==> src/rtl/dmem_arb_pkg.sv <==
// -----------------------------------------------------------------------------
// dmem_arb_pkg
// Shared types and constants for the data-memory port arbiter.
//   MDT_*    : MemDataType encodings carried on cpu_type/dma_type/mem_type
//   state_t  : arbiter mode (normal CPU priority / one forced DMA cycle)
//   grant_t  : which requester owns the memory port this cycle
// -----------------------------------------------------------------------------
package dmem_arb_pkg;

  localparam logic [2:0] MDT_B  = 3'b000;
  localparam logic [2:0] MDT_H  = 3'b001;
  localparam logic [2:0] MDT_W  = 3'b010;
  localparam logic [2:0] MDT_BU = 3'b100;
  localparam logic [2:0] MDT_HU = 3'b101;

  typedef enum logic [0:0] {
    S_NORM  = 1'b0,
    S_FORCE = 1'b1
  } state_t;

  typedef enum logic [1:0] {
    GNT_NONE = 2'd0,
    GNT_CPU  = 2'd1,
    GNT_DMA  = 2'd2
  } grant_t;

endpackage

==> src/rtl/dmem_arb_starve_ctr.sv <==
// -----------------------------------------------------------------------------
// dmem_arb_starve_ctr
// Counts consecutive cycles in which the DMA request is pending but refused,
// and raises S_FORCE for exactly one cycle once that count reaches
// STARVE_LIMIT. Only instantiated when DMEM_ARB_STARVE_EN is defined.
// Ports:
//   CPU_clk, CPU_rst_n : clock, asynchronous active-low reset
//   dma_valid_i        : DMA request pending
//   dma_ready_i        : DMA granted this cycle
//   state_o            : registered arbiter mode (S_NORM / S_FORCE)
// -----------------------------------------------------------------------------
module dmem_arb_starve_ctr
  import dmem_arb_pkg::*;
#(
  parameter int unsigned STARVE_LIMIT = 8
) (
  input  logic   CPU_clk,
  input  logic   CPU_rst_n,
  input  logic   dma_valid_i,
  input  logic   dma_ready_i,
  output state_t state_o
);

  localparam int unsigned CNT_W = $clog2(STARVE_LIMIT + 1);
  localparam logic [CNT_W-1:0] LIMIT = CNT_W'(STARVE_LIMIT);

  logic [CNT_W-1:0] cnt_q, cnt_d;
  state_t           state_q, state_d;

  always_comb begin
    // NOTE: every signal assigned here gets a default first, so no path
    // through the block can leave it unassigned and infer a latch.
    cnt_d   = cnt_q;
    state_d = S_NORM;
    if (state_q == S_FORCE) begin
      // The forced slot lasts one cycle whatever happened in it.
      cnt_d = '0;
    end else if (!dma_valid_i || dma_ready_i) begin
      cnt_d = '0;
    end else if (cnt_q != LIMIT) begin
      cnt_d = cnt_q + 1'b1;
    end
    if (state_q == S_NORM && cnt_d == LIMIT) begin
      state_d = S_FORCE;
    end
  end

  // NOTE: state uses non-blocking assignments and an asynchronous active-low
  // reset, so all flops update together on the edge and clear immediately.
  always_ff @(posedge CPU_clk or negedge CPU_rst_n) begin
    if (!CPU_rst_n) begin
      cnt_q   <= '0;
      state_q <= S_NORM;
    end else begin
      cnt_q   <= cnt_d;
      state_q <= state_d;
    end
  end

  assign state_o = state_q;

endmodule

==> src/rtl/dmem_port_arbiter.sv <==
// -----------------------------------------------------------------------------
// dmem_port_arbiter
// Shares the single data-memory port between the CPU load/store path and a
// DMA/debug master. The CPU wins by default so the single-cycle datapath sees
// zero-latency access; the DMA uses idle slots.
// Build option: define DMEM_ARB_STARVE_EN to add the starvation counter that
// forces one DMA cycle (stalling the CPU) after STARVE_LIMIT refused cycles.
// Without it the CPU has strict priority and cpu_stall is tied low.
// Ports:
//   CPU_clk, CPU_rst_n                       : clock, async active-low reset
//   cpu_rd/wr/type/addr/wdata -> cpu_rdata   : CPU request, same-cycle data
//   cpu_stall                                : CPU must hold this cycle
//   dma_valid/we/type/addr/wdata, dma_ready  : DMA valid/ready request
//   dma_rvalid, dma_rdata                    : registered DMA load return
//   mem_read/write/type/addr/wdata, mem_rdata: data-memory port
// -----------------------------------------------------------------------------
module dmem_port_arbiter
  import dmem_arb_pkg::*;
#(
  parameter int unsigned WIDTH        = 32,
  parameter int unsigned STARVE_LIMIT = 8
) (
  input  logic             CPU_clk,
  input  logic             CPU_rst_n,
  input  logic             cpu_rd,
  input  logic             cpu_wr,
  input  logic [2:0]       cpu_type,
  input  logic [WIDTH-1:0] cpu_addr,
  input  logic [WIDTH-1:0] cpu_wdata,
  output logic [WIDTH-1:0] cpu_rdata,
  output logic             cpu_stall,
  input  logic             dma_valid,
  input  logic             dma_we,
  input  logic [2:0]       dma_type,
  input  logic [WIDTH-1:0] dma_addr,
  input  logic [WIDTH-1:0] dma_wdata,
  output logic             dma_ready,
  output logic             dma_rvalid,
  output logic [WIDTH-1:0] dma_rdata,
  output logic             mem_read,
  output logic             mem_write,
  output logic [2:0]       mem_type,
  output logic [WIDTH-1:0] mem_addr,
  output logic [WIDTH-1:0] mem_wdata,
  input  logic [WIDTH-1:0] mem_rdata
);

  if (STARVE_LIMIT == 0) begin : g_limit_chk
    $error("dmem_port_arbiter: STARVE_LIMIT must be >= 1");
  end

  state_t           state;
  grant_t           gnt;
  logic             cpu_req;
  logic             dma_rvalid_d;
  logic [WIDTH-1:0] dma_rdata_d;

  // rd and wr together is illegal and counts as no request.
  assign cpu_req = cpu_rd ^ cpu_wr;

`ifdef DMEM_ARB_STARVE_EN
  dmem_arb_starve_ctr #(
    .STARVE_LIMIT (STARVE_LIMIT)
  ) u_starve_ctr (
    .CPU_clk     (CPU_clk),
    .CPU_rst_n   (CPU_rst_n),
    .dma_valid_i (dma_valid),
    .dma_ready_i (dma_ready),
    .state_o     (state)
  );
`else
  assign state = S_NORM;
`endif

  // Grant selection. Everything is held off while reset is asserted so the
  // memory never sees a stray access during reset.
  always_comb begin
    gnt       = GNT_NONE;
    cpu_stall = 1'b0;
    if (!CPU_rst_n) begin
      gnt = GNT_NONE;
    end else if (state == S_FORCE && dma_valid) begin
      gnt       = GNT_DMA;
      cpu_stall = cpu_req;
    end else if (cpu_req) begin
      gnt = GNT_CPU;
    end else if (dma_valid) begin
      gnt = GNT_DMA;
    end
  end

  // Memory port mux; an idle port drives all zeros.
  always_comb begin
    mem_read  = 1'b0;
    mem_write = 1'b0;
    mem_type  = '0;
    mem_addr  = '0;
    mem_wdata = '0;
    cpu_rdata = '0;
    dma_ready = 1'b0;
    unique case (gnt)
      GNT_CPU: begin
        mem_read  = cpu_rd;
        mem_write = cpu_wr;
        mem_type  = cpu_type;
        mem_addr  = cpu_addr;
        mem_wdata = cpu_wdata;
        cpu_rdata = mem_rdata;
      end
      GNT_DMA: begin
        mem_read  = ~dma_we;
        mem_write = dma_we;
        mem_type  = dma_type;
        mem_addr  = dma_addr;
        mem_wdata = dma_wdata;
        dma_ready = 1'b1;
      end
      default: ;
    endcase
  end

  // DMA load return: capture on the edge that ends a load handshake; the data
  // stays put until the next DMA load, stores never pulse dma_rvalid.
  assign dma_rvalid_d = (gnt == GNT_DMA) && !dma_we;
  assign dma_rdata_d  = dma_rvalid_d ? mem_rdata : dma_rdata;

  always_ff @(posedge CPU_clk or negedge CPU_rst_n) begin
    if (!CPU_rst_n) begin
      dma_rvalid <= 1'b0;
      dma_rdata  <= '0;
    end else begin
      dma_rvalid <= dma_rvalid_d;
      dma_rdata  <= dma_rdata_d;
    end
  end

endmodule

==> config.mk <==
export PLATFORM = sky130hd
export DESIGN_NAME = dmem_port_arbiter
export DESIGN_NICKNAME = d
export VERILOG_FILES = /design/src/rtl/dmem_arb_pkg.sv /design/src/rtl/dmem_arb_starve_ctr.sv /design/src/rtl/dmem_port_arbiter.sv
export SDC_FILE = /design/constraint.sdc
export NUM_CORES = 1
export LEC_CHECK = 0
export ABC_CLOCK_PERIOD_IN_PS = 1800
export BUFFER_PORTS_ARGS = -buffer_cell sky130_fd_sc_hd__buf_2
export CORE_AREA = 2 2 121 123
export DETAILED_ROUTE_END_ITERATION = 8
export DIE_AREA = 0 0 123 125
export GPL_ROUTABILITY_DRIVEN = 0
export PLACE_DENSITY_LB_ADDON = 0.08
export REMOVE_ABC_BUFFERS = 1
export SYNTH_ARGS = -nofsm -noshare
export SYNTH_HDL_FRONTEND = slang
export SYNTH_SLANG_ARGS = --single-unit
==> constraint.sdc <==
create_clock -name CPU_clk -period 1.8 [get_ports CPU_clk]
set_clock_uncertainty 0.2 [all_clocks]
set_input_delay 0.18 -clock CPU_clk [delete_from_list [all_inputs] [get_ports CPU_clk]]
set_output_delay 0.18 -clock CPU_clk [all_outputs]
set_load 0.02 [all_outputs]
== Word-level counts from Yosys, hierarchy flattened ==
Cells that the tools add are included.
W data, S select, Z words.
Word-level totals
  input port bits: 172
  output and inout bits: 136
  register bits: 33
  logic and storage cells: 18
Operators by class
  equal/unequal tests: 2
  bitwise gates (word level): 2
  reductions and logical operators: 2
  mux-type cells: 10
Operators by type and width (number)
  $pmux W32 S2: 2
  $mux W32: 1
  $mux W2: 3
  $pmux W3 S2: 1
  $pmux W1 S2: 2
  $eq A2 B1 Y1 const B: 1
  $eq A2 B2 Y1 const B: 1
  $logic_and A1 B1 Y1: 1
  $logic_not A1 Y1: 1
  $mux W1: 1
  $not A1 Y1: 1
  $xor A1 B1 Y1: 1

== Logic depth before layout (Yosys ltp) ==
Gate-level depths: netlist (run 1).
  depth after elaboration: 5
  gate-level depth with buffers: 7
  mapped depth without buffers: 5

== Worst setup path before layout (run 1) ==
Ideal clock, no wire load.
  path kind: input to output
  from: input port cpu_wr
  to: output port mem_addr[0]
  path buffers: 2
  cell stages on the path: 7
  slack: -0.215 ns
  data arrival time: 1.635 ns
  required time: 1.420 ns
  path through: xnor2_1 -> and3_1 -> ha_1 -> buf_2 -> buf_2 -> a22oi_1 -> nor2_1
Between the ends
  longest elaborated chain between the ends: 5
  elaborated cells between the ends (all ways): 6
  classes of those cells: eq/ne (2); mux (3); bitwise (1)
Ends and longest elaborated chain
  from (decl): line dmem_port_arbiter.sv:26  | input logic cpu_wr,
  $xor A1 B1 Y1 (*): line dmem_port_arbiter.sv:59  | assign cpu_req = cpu_rd ^ cpu_wr;
  $mux W2 (*): line dmem_port_arbiter.sv:85  | end else if (cpu_req) begin
  $mux W2 (*): line dmem_port_arbiter.sv:80  | if (!CPU_rst_n) begin
  $eq A2 B2 Y1 / $eq A2 B1 Y1 (equally long branches): line dmem_port_arbiter.sv:101  | unique case (gnt)
  $pmux W32 S2 (*): line dmem_port_arbiter.sv:101
  to (decl): line dmem_port_arbiter.sv:43  | output logic [WIDTH-1:0] mem_addr,
Mark *: on every way between the ends. The rest lies on a longest branch, timed or not.

== Final worst setup path (run 1) ==
  from: input port cpu_rd
  to: output port mem_addr[2]
Between the ends
  longest elaborated chain between the ends: 5
  elaborated cells between the ends (all ways): 6
  classes of those cells: eq/ne (2); mux (3); bitwise (1)
Ends and longest elaborated chain
  from (decl): line dmem_port_arbiter.sv:25  | input logic cpu_rd,
  $xor A1 B1 Y1 (*): line dmem_port_arbiter.sv:59
  $mux W2 (*): line dmem_port_arbiter.sv:85
  $mux W2 (*): line dmem_port_arbiter.sv:80
  $eq A2 B2 Y1 / $eq A2 B1 Y1 (equally long branches): line dmem_port_arbiter.sv:101
  $pmux W32 S2 (*): line dmem_port_arbiter.sv:101
Marks and branches as above.

==> results.toml, run 1 <==
[sta]
finalSetupTns_ns = -3.27
timing.hold.ws_ns = 0.135
fmax_mhz = 529
setup_viol = 64
setup_ws_ns = -0.0888
hold_viol = 0
maxSlewViolCount = 0
fin_crit_ns = 1.89
rsz0062_at_grt = "true"
fin_crit_sh_pct = 105

[layout]
area_growth_pct = 127
post-route-util_pct = 40.8
final_cell_mix = "buf_2, buf_4, nor2_1, a22oi_2"
layout-drive-gt1-share_pct = 70.7
final_common_cell = "buf_2"
instances_no_fill = 809
finalNetCount = 798

[logic_synthesis]
synth_compound_area_share_pct = 20.2
yosysUniqueCellTypes = 21
synth_xor_area_share_pct = 0.687
yosysSeqAreaShare_pct = 32.4
yosys.area.top_type = "dfrtp_1"
synth_area_mm2 = 0.00255
synth.top_cell.area_share_pct = 32.4
avgSynthCellArea_um2 = 9.18
syn_inst = 278
yosys.area_share.adder_pct = 1.47
yosys.area_share.simple_pct = 19.1
synthTopCellsByArea = "dfrtp_1, a22oi_1, mux2_4"
synth_top_family_by_area = "compound AO/OA/AOI/OAI gates"
yosys-mux-area-fraction_pct = 18.2
ys_seq_elements = 33
yosysWarningCount = 0

[drt]
dr.first_iter.drc_count = 167
ant_nets = 0
routed_wl_mm = 13.8
drc = 0
vias = 3496
drtPass1Iterations = 4
via_per_inst = 4.32
wl_per_cell_um = 17.0

[worst_setup_path]
worst_r2r_path_depth = 1
crit_fanout = 7
reg2reg_slack_ns = 0.83
worstReg2RegStart = "dma_rdata[1]$_DFFE_PN0P_"
crit_type = "input pin to output pin"
crit_required_ns = 1.42
cp-start-kind = "input pin"
crit_arrival_ns = 1.51
crit_path_end_kind = "output pin"
worstReg2RegEnd = "dma_rdata[1]$_DFFE_PN0P_"

[clock_network]
cts_sinks = 33
cts.path.max_buffers = 2
h-tree-depth = 2
cts_made_buffers = 5
cts-root-buf = "clkbuf_16"
cts_tree = "built"
clk_pin_slew_ns = 0.05
insertion_delay_ns = 0.27

[outcome]
failed_checks = "negative setup slack"
status = "finished with violations"

[placed_design]
dp_cells = 748
place.port_buffers = 306
dp_hpwl_mm = 9.04

[die]
start_util_pct = 18.0
die_h_um = 125
core_area_mm2 = 0.0142
die-area_mm2 = 0.0154
fp-row-count = 44
ioPinCount = 308
die_width_um = 123

[global_routing]
grt_use_total_pct = 16.2
grt_max_degree = 54
overflow = 0
antenna_found_initial = 1
grt_pass1_vias = 3636
grt_pass1_wl_mm = 19.5

[pwr]
irDropWorstVdd_uv = 398
power.density_mw_per_mm2 = 688
total_power_uw = 3980
power_leakage_uw = 0.00291

[flow_run]
cap_violations = 0

[hold_path]
holdCritPathClass = "input pin to asynchronous set/reset pin"
-- sequential cells by signal, indices dropped and copies added, names as in the netlist --
register and count:
dma_rdata 32, dma_rvalid 1
-- routing by layer --
metal  track usage [%]  part of all wire [%]  vias up
met5                 0                     0        -
met1              19.3                    40     1656
met4              3.68                   1.6        0
li1                  -                     -     1672
met3              4.06                   7.4       16
met2              29.1                    51      152
-- report_power, final --
part | switching, uW | internal (uW) | total [uW]
Combinational | 1020 | 1010 | 2020
Clock | 305 | 585 | 890
Sequential | 110 | 957 | 1070
-- how the worst max path moves through the flow --
stage               startpoint             to  slack [ns]  cells past startpoint
CTS                     cpu_wr  mem_wdata[28]       -0.10                      8
finish                  cpu_rd    mem_addr[2]       -0.09                      9
global placement        cpu_wr  mem_wdata[28]       -0.23                      8
global route            cpu_rd  mem_wdata[28]       -0.16                      9
floorplan               cpu_wr   mem_addr[27]       -1.24                      5
detailed placement      cpu_wr  mem_wdata[20]       -0.21                      8
-- cells by family after synthesis --
family,after synthesis
AOI/OAI and AO/OA,69
xor gates and xnor gates,2
adders and majority gates,3
buffers and inverters,32
DFF,33
muxes,32
other,1
and+or+nand+nor,106
-- cell usage after synthesis, drive strengths merged --
master,instances
ha,3
xor2,1
and2,33
xnor2,1
conb,1
inv,1
mux2,32
nand3,1
a22oi,68
a21oi,1
dfrtp,33
clkbuf,11
and3,1
buf,20
nor2,68
nand2,2
nand2b,1
-- final cells by class --
| cell class | count | area [um2] |
|---|---|---|
| Antenna cell | 1 | 2.50 |
| Tap cell | 184 | 230 |
| Timing Repair Buffer | 369 | 2700 |
| Inverter | 1 | 3.75 |
| Clock inverter | 1 | 5.00 |
| Multi-Input combinational cell | 213 | 1870 |
| Sequential cell | 33 | 826 |
| Fill cell | 1453 | 8420 |
| Clock buffer | 7 | 153 |
-- timing repair --
action,in CTS,in global routing
cloned,5,8
resized for setup,106,84
hold endpoints to repair,65,0
pin swaps,18,37
endpoints found under the setup margin,101,101
setup buffers,1,6
hold buffers,33,0
-- metrics by stage --
step	cell area, um2	worst slack (ns)
4_1_cts	5270	-0.100
5_1_grt	5790	-0.158
6_report	5790	-0.0888
3_5_place_dp	4270	-0.207
2_1_floorplan	2360	-1.24
3_3_place_gp	4270	-0.232
-- worst max-delay path, cell delays in order --
cell       delay (ns)
buf_12           0.12
xor2_4           0.18
and2_4           0.15
ha_4             0.20
buf_12           0.15
clkbuf_16        0.17
a22oi_2          0.14
nor2_1           0.05
buf_4            0.16
(Power assumes the default switching activity.)
==> run 2, diff against run 1 <==
- ABC_AREA: unset -> 1
- ABC_CLOCK_PERIOD_IN_PS: 1800 -> unset
- GPL_TIMING_DRIVEN: unset -> 0
==> run 2 against run 1 <==
Against the previous run: the flow still finishes with violations (negative setup slack); total power fell by 4.9%; cell area rose by 14%; via count rose by 21%; combinational power fell by 5%; maximum frequency rose by 3.1%; first-iteration DRC count fell by 46%; critical path type unchanged; largest power group unchanged.
==> results.toml, run 2 <==
[sta]
hold_viol = 0
fmax_mhz = 546
setup_ws_ns = -0.0319
tightest_slew_ns = 0.733
setup_viol = 14
finalSetupTns_ns = -0.158
rsz0062_at_grt = "true"
timing.hold.ws_ns = 0.113
maxSlewViolCount = 0
fin_crit_sh_pct = 102
fin_crit_ns = 1.83
relSlewSlack_pct = 51.0

[worst_setup_path]
timing.critical_path.mode_cell = "nand2_4"
crit_arrival_ns = 1.45
cp-start-kind = "input pin"
path_cells = "buf_12, inv_6, nand2_4, nand2_4, nor2_4, ha_4, buf_12, clkbuf_16, nand2_4, a21oi_2, buf_6"
crit_fanout = 6
crit_path_end_kind = "output pin"
crit_type = "input pin to output pin"
slowest_delay_ns = 0.19
crit_buf_inv = 5
cpMaxStageDelayCell = "ha_4"
critPathTopFamily = "buffers and inverters"
crit_required_ns = 1.42

[logic_synthesis]
async_flop_share_pct = 100
ys_seq_elements = 33
yosys.area_share.adder_pct = 1.46
yosysMostFrequentCell = "nand2_1"
yosys.area.top_type = "nand2_1"
synth_edf_count = 0
synth.top_cell.area_share_pct = 39.9
syn_inst = 455
synth_compound_area_share_pct = 13.4
yosysSeqAreaShare_pct = 32.0
avgSynthCellArea_um2 = 5.67
yosysUniqueCellTypes = 13
synth_top_family_by_area = "simple AND/OR/NAND/NOR gates"
netlist_top_cells_count = "nand2_1, a21oi_1, inv_1, dfrtp_1, buf_2"
yosys-mux-area-fraction_pct = 0
synth_area_mm2 = 0.00258
yosysWarningCount = 0
synth_xor_area_share_pct = 0
synthTopCellsByArea = "nand2_1, dfrtp_1, a21oi_1"
synthFlopType = "dfrtp_1"
yosys.area_share.simple_pct = 40.9

[global_routing]
grt_pass1_wl_mm = 20.9
overflow = 0
grt_use_total_pct = 17.3
grt_pass1_vias = 3943
grt_max_degree = 42
antenna_found_initial = 6

[clock_network]
cts-root-buf = "clkbuf_16"
cts_made_buffers = 5
cts_tree = "built"
insertion_delay_ns = 0.28
cts_sinks = 33
h-tree-depth = 2
cts.path.max_buffers = 2
clk_pin_slew_ns = 0.05

[layout]
post-route-util_pct = 46.5
final_cell_mix = "buf_2, nand2_1, nand2_4, a21oi_2, buf_6"
largest_register_ffs = 32
final_common_cell = "buf_2"
finalNetCount = 983
area_growth_pct = 156
top_register = "dma_rdata"
reg_top3 = "dma_rdata (32), dma_rvalid (1)"
design_area_mm2 = 0.00660
fill_cells = 1420
layout-drive-gt1-share_pct = 61.4

[die]
core_area_mm2 = 0.0142
die_width_um = 123
die_h_um = 125
ioPinCount = 308
fp-row-count = 44
start_util_pct = 18.2
die-area_mm2 = 0.0154

[outcome]
status = "finished with violations"
failed_checks = "negative setup slack"

[drt]
ant_nets = 0
drtPass1Iterations = 4
dr.first_iter.drc_count = 91
drc = 0
routed_wl_mm = 16.3
via_per_inst = 4.24
vias = 4219
wl_per_cell_um = 16.4

[flow_run]
cap_violations = 0

[placed_design]
place.port_buffers = 306
place_area_mm2 = 0.00425
dp_hpwl_mm = 9.38

[pwr]
irDropWorstVdd_uv = 269
power_leakage_uw = 0.00370
power.density_mw_per_mm2 = 574

[hold_path]
holdCritPathClass = "input pin to flip-flop"
## run 2: cell count changes in the layout (fill, tap and decap cells not counted), sizes merged, moves of 3 or more
cell    previous run  this run
clkbuf            13        17
a22oi             68         0
nor2              68         4
mux2              32         0
and2              33         0
inv                1        38
a21oi              1        69
buf              330       333
nand2              2       275
## run 2: repair_timing
item / 4_1_cts / 5_1_grt
endpoints found under the hold margin: 65 / 0
setup endpoints to repair: 135 / 132
cloned: 7 / 15
buffers inserted: 10 / 5
pin swaps: 6 / 62
hold buffers: 34 / 0
gates resized for setup: 95 / 249
## run 2: layer usage
metal | global-route usage [%] | share of wire, % | vias up | wire length, um
met5 | 0 | 0.080 | - | 13
met4 | 5.35 | 2.5 | 2 | 411
met3 | 5.02 | 7.4 | 26 | 1200
met2 | 32.1 | 55 | 187 | 8960
met1 | 18.6 | 35 | 1918 | 5710
li1 | - | - | 2086 | -
## run 2: logic make-up (layout without fill, tap and decap cells)
logic type	Yosys count	count (layout)
AOI/OAI and AO/OA	69	69
adders and majority gates	3	3
buffers and inverters	71	424
DFF	33	33
other	1	3
and+or+nand+nor	278	279
## run 2: final timing paths
check,from,end,slack [ns],cells past startpoint
worst min-delay path,dma_we,dma_rvalid$_DFF_PN0_,0.11,2
worst max register to register,dma_rdata[14]$_DFFE_PN0P_,dma_rdata[14]$_DFFE_PN0P_,0.97,2
worst min register to register,dma_rdata[24]$_DFFE_PN0P_,dma_rdata[24]$_DFFE_PN0P_,0.27,2
min in group asynchronous,CPU_rst_n,dma_rdata[10]$_DFFE_PN0P_,0.26,2
worst max-delay path,cpu_wr,mem_wdata[8],-0.03,11
max in group asynchronous,CPU_rst_n,dma_rdata[30]$_DFFE_PN0P_,0.62,2
## run 2: area by class of cell
type | instances | area [um2] | share of cell area [%]
Antenna cell | 2 | 5.00 | 0.0758
Clock buffer | 7 | 153 | 2.31
Clock inverter | 1 | 5.00 | 0.0758
Inverter | 38 | 153 | 2.31
Multi-Input combinational cell | 352 | 2230 | 33.7
Sequential cell | 33 | 826 | 12.5
Tap cell | 184 | 230 | 3.49
Timing Repair Buffer | 378 | 3010 | 45.5
## run 2: report_power, final
group	internal (uW)	leakage [uW]	switching, uW
Combinational	825	0.00320	1080
Sequential	908	0.000417	79.0
Clock	585	0.0000799	306
## run 2: through the flow
stage / instances / worst slack (ns) / power, uW
floorplan: 422 / -1.24 / 1700
global placement: 912 / -3.18 / 2310
detailed placement: 915 / -1.16 / 2320
CTS: 974 / -0.0328 / 3490
global route: 995 / -0.102 / 4040
finish: 995 / -0.0319 / 3790
